File: src/rtl/sar_ctrl_fsm.sv
// Successive-approximation ADC controller: waits for the analog front end, tracks
// the input for a fixed window, then resolves one bit per trial from MSB to LSB.
module sar_ctrl_fsm #(
  parameter int unsigned WIDTH         = 8,
  parameter int unsigned SAMPLE_CYCLES = 4,
  parameter int unsigned SETTLE_CYCLES = 1
) (
  input  logic             clk_i,
  input  logic             rst_n_i,
  input  logic             comp_i,
  input  logic             analog_ready_i,
  input  logic             trigger_i,
  input  logic             interrupt_clear_i,
  output logic             sample_o,
  output logic [WIDTH-1:0] dac_code_o,
  output logic [WIDTH-1:0] result_o,
  output logic             busy_o,
  output logic             irq_o,
  output logic             overrun_o
);

  localparam int unsigned IW = $clog2(WIDTH);

  typedef enum logic [2:0] {
    IDLE,
    WAIT_READY,
    SAMPLE,
    CONVERT,
    DONE
  } state_t;

  state_t           state;
  logic [7:0]       samp_cnt;
  logic [3:0]       settle_cnt;
  logic [IW-1:0]    bit_idx;
  logic [WIDTH-1:0] trial_code;

  // Code after resolving the current bit and arming the next lower trial bit.
  always_comb begin
    trial_code          = dac_code_o;
    trial_code[bit_idx] = comp_i;
    if (bit_idx != '0) begin
      trial_code[bit_idx - IW'(1)] = 1'b1;
    end
  end

  always_ff @(posedge clk_i or negedge rst_n_i) begin
    if (!rst_n_i) begin
      state      <= IDLE;
      sample_o   <= 1'b0;
      dac_code_o <= '0;
      result_o   <= '0;
      busy_o     <= 1'b0;
      irq_o      <= 1'b0;
      overrun_o  <= 1'b0;
      samp_cnt   <= '0;
      settle_cnt <= '0;
      bit_idx    <= '0;
    end else begin
      // Clear is applied first so a completion on the same edge overrides it.
      if (interrupt_clear_i) begin
        irq_o     <= 1'b0;
        overrun_o <= 1'b0;
      end
      case (state)
        IDLE: begin
          if (trigger_i) begin
            state  <= WAIT_READY;
            busy_o <= 1'b1;
          end
        end
        WAIT_READY: begin
          if (analog_ready_i) begin
            state    <= SAMPLE;
            sample_o <= 1'b1;
            samp_cnt <= 8'(SAMPLE_CYCLES - 1);
          end
        end
        SAMPLE: begin
          if (!analog_ready_i) begin
            state    <= WAIT_READY;
            sample_o <= 1'b0;
          end else if (samp_cnt == '0) begin
            state      <= CONVERT;
            sample_o   <= 1'b0;
            dac_code_o <= WIDTH'(1) << (WIDTH - 1);
            bit_idx    <= IW'(WIDTH - 1);
            settle_cnt <= 4'(SETTLE_CYCLES);
          end else begin
            samp_cnt <= samp_cnt - 8'd1;
          end
        end
        CONVERT: begin
          if (settle_cnt != '0) begin
            settle_cnt <= settle_cnt - 4'd1;
          end else begin
            dac_code_o <= trial_code;
            if (bit_idx == '0) begin
              state    <= DONE;
              result_o <= trial_code;
              irq_o    <= 1'b1;
              if (irq_o) begin
                overrun_o <= 1'b1;
              end
            end else begin
              bit_idx    <= bit_idx - IW'(1);
              settle_cnt <= 4'(SETTLE_CYCLES);
            end
          end
        end
        DONE: begin
          state      <= IDLE;
          dac_code_o <= '0;
          busy_o     <= 1'b0;
        end
        default: state <= IDLE;
      endcase
    end
  end

endmodule

File: config.mk
export PLATFORM = sky130hd
export DESIGN_NAME = sar_ctrl_fsm
export DESIGN_NICKNAME = d
export VERILOG_FILES = /design/src/rtl/sar_ctrl_fsm.sv
export SDC_FILE = /design/constraint.sdc
export NUM_CORES = 1
export LEC_CHECK = 0
export ABC_AREA = 1
export BUFFER_PORTS_ARGS = -buffer_cell sky130_fd_sc_hd__buf_2
export CORE_AREA = 8 8 85 87
export CTS_CLUSTER_DIAMETER = 120
export DETAILED_ROUTE_END_ITERATION = 8
export DIE_AREA = 0 0 93 95
export HOLD_SLACK_MARGIN = 0.15
export PLACE_DENSITY_LB_ADDON = 0.15
export SLEW_MARGIN = 30
export SYNTH_ARGS = -nofsm -noshare
export SYNTH_HDL_FRONTEND = slang
export SYNTH_SLANG_ARGS = --single-unit
File: constraint.sdc
create_clock -name clk_i -period 1.35 [get_ports clk_i]
set_input_delay 0 -clock clk_i [delete_from_list [all_inputs] [get_ports clk_i]]
set_output_delay 0 -clock clk_i [all_outputs]
set_load 0.05 [all_outputs]
==> run summary <==
CTS clock-pin slew for the worst setup and hold paths: 80 ps
chip width: 93 µm
register bit count reported by yosys: 38
Cell Area, Placed: 2890 µm²
FP Rows: 28
crit path time final: 1420 ps
TNS Setup: -920 ps
mapped cell area: 2300 µm²
total power: 8.34 mW
CTS Root Cell: clkbuf_8
CTS tree: done
XOR/XNOR share of the synthesized area: 0.0152
final WL: 6.25 mm
post-synthesis mux area share: 0
DR WL/cell: 13.3 µm
nets: 405
post-synthesis adder-cell area fraction: 0.0326
Tcrit/Tclk final: 1.05
sequential area share after synthesis: 0.413
Worst path max stage delay: 370 ps
hold slack: 165 ps
peak supply drop: 1.13 mV
Rel. slew slack: 0.660
Netlist cell types: 31
Global Route Usage Sum: 0.143
complex-gate fraction of the synthesized area: 0.0864
Num CTS Buffers: 5
largest cells by area after synthesis: dfrtp_1 (41%), nand2_1 (16%), nor2_1 (6.4%)
antenna violations before repair: 0
FMAX: 704 MHz
Clock Path Buffers: 2
vias in the first global route: 2122
clk_lat worst skew: 290 ps
Layout area overhead: 44.8%
crit path capture type: flop
failing checks: setup timing
Hold WC Path Type: in -> reg
Worst Tran Pin Value: 510 ps
top-count cell post-synth: nand2_1
share of cells above drive strength 1: 0.464
warnings from Yosys: 0
I/O pins: 26
Maximum Capacitance Violations: 0
PortBufs: 25
top cells by count, synth: nand2_1 (101), nor2_1 (39), dfrtp_1 (38)
post-route cell area: 3330 µm²
Post-Syn Nets: 320
Remaining DRCs: 0
Final HPWL DP: 4.43 mm
Avg Cell Area, Syn: 7.47 µm²
die area: 8840 µm²
post-synthesis simple-gate area fraction: 0.373
worst-path cell chain: inv_2, ha_4, nand2_4, nor2_4, nand3_4, nand2_4, nand3_4, nand2_2, nand2_2
1st-pass router iterations: 4
Slowest-stage cell, CP: dfrtp_1
Fill cells: 539
Leak: 1.67 nW
routed vias/inst: 4.65
R2R setup slack: -70 ps
Hold Vio Cnt, Final: 0
Placed Instances: 449
core area: 5820 µm²
largest family of logic cells by synthesized area: simple AND/OR/NAND/NOR gates
CP Max Fanout: 8
RSZ-0062 raised after global routing: true
total vias in the final route: 2182
Slew Viols, Final: 0
final worst slack: -69.5 ps
worst slack at placement: -143 ps
total global routing overflow: 0
Worst EP required: 1530 ps
dominant synthesized flop cell: dfrtp_1
post-synth top area cell: dfrtp_1
Critical Path Start Type: flop
final core utilization: 0.573
Cells after Synth: 308
htree depth: 2
status: finished with violations
DRT antenna net count: 0
FFs w/ async S/R, synth: 1.00
crit path DAT: 1600 ps
WS Path Type: reg -> reg
first-pass GRT wire length: 10.1 mm
RePlAce Congestion: 0.811
Worst Skew: 11.0 ps
CTS sink count: 38
First DRT Iteration DRCs: 73
fin cells: 469
EDFF count, synth: 0
PD cells: 2500 nW/µm²
Die H: 95 µm
# diodes: 0
largest net degree at the start of global routing: 39
Final setup viols: 31
Initial Util: 0.396
top cell type's share of synthesized area: 0.413
[what timing repair did]
action / 4_1_cts / 5_1_grt
pin swaps: 12 / 23
gates resized for setup: 24 / 52
gates cloned: 0 / 1
setup buffers: 3 / 5
endpoints found under the setup margin: 32 / 35
hold buffers: 4 / 0
hold endpoints to repair: 42 / 0
[report_power, final]
group	internal (mW)	leakage, nW	switching, mW	total [mW]
Combinational	2.07	1.16	3.56	5.63
Clock	0.413	0.0482	0.418	0.831
Sequential	1.54	0.458	0.340	1.88
Total	4.02	1.67	4.32	8.34
[routing by layer]
layer	up-vias	track usage	wire length [µm]
li1	1149	-	-
met4	0	0.0322	28
met3	4	0.0238	221
met2	28	0.242	3180
met1	1001	0.186	2820
met5	-	0	0
[cell type report]
| class | count | area [µm²] | area share |
|---|---|---|---|
| Tap cell | 75 | 93.8 | 0.0281 |
| Inverter | 33 | 149 | 0.0447 |
| Sequential cell | 38 | 953 | 0.286 |
| Clock inverter | 1 | 5.00 | 0.00150 |
| Timing Repair Buffer | 84 | 612 | 0.183 |
| Multi-Input combinational cell | 231 | 1440 | 0.430 |
| Clock buffer | 7 | 86.3 | 0.0259 |
[worst max-delay path: cells and delay by family, from the launching register on]
kind / cells / cell delay (ps)
fa+ha+maj: 1 / 140
buf+inv: 1 / 80
flops: 1 / 370
simple gates: 7 / 720
[worst paths after layout]
check,endpoint,cells past startpoint,startpoint
hold reg to reg,dac_code_o[2],2,dac_code_o[2]
min in group asynchronous,state[1],3,rst_n_i
setup reg to reg,dac_code_o[6],9,samp_cnt[0]
hold / removal,result_o[7],5,comp_i
max in group asynchronous,state[0],3,rst_n_i
setup / recovery,dac_code_o[6],9,samp_cnt[0]
[placed cells by master, fill, tap and decap left out, types with 2 or more instances in the layout]
cell type,Yosys,layout
nand2_2,7,22
nand4_1,9,9
dfrtp_2,0,2
inv_2,10,13
a21oi_1,3,3
xor2_1,4,4
nor2_1,39,22
a21oi_2,4,4
dlygate4sd3_1,0,4
nand3_2,5,2
nor3_1,2,2
nand2_1,101,78
buf_2,2,25
inv_4,1,3
nand3_4,0,3
clkbuf_8,0,6
nor2_4,0,3
buf_4,1,52
nor2_2,2,16
inv_1,20,14
dfrtp_1,38,36
o21ai_0,5,3
o21ai_1,15,12
ha_4,0,5
nand2_4,2,10
nand3_1,19,19
o21ai_2,2,6
[logic make-up (layout without fill, tap and decap cells)]
group | count (synthesis) | in the layout
AO/OA/AOI/OAI | 32 | 32
XOR/XNOR | 4 | 4
adder cells (fa/ha/maj) | 6 | 6
buffers and inverters | 39 | 125
flip-flops | 38 | 38
AND/OR/NAND/NOR | 189 | 189
[sequential cells by signal (all words and copies together) (netlist names)]
| signal | count |
|---|---|
| busy_o | 1 |
| sample_o | 1 |
| result_o | 8 |
| overrun_o | 1 |
| settle_cnt | 4 |
| samp_cnt | 8 |
| state | 3 |
| dac_code_o | 8 |
| irq_o | 1 |
| bit_idx | 3 |
Power figures use the tool's default switching activity.
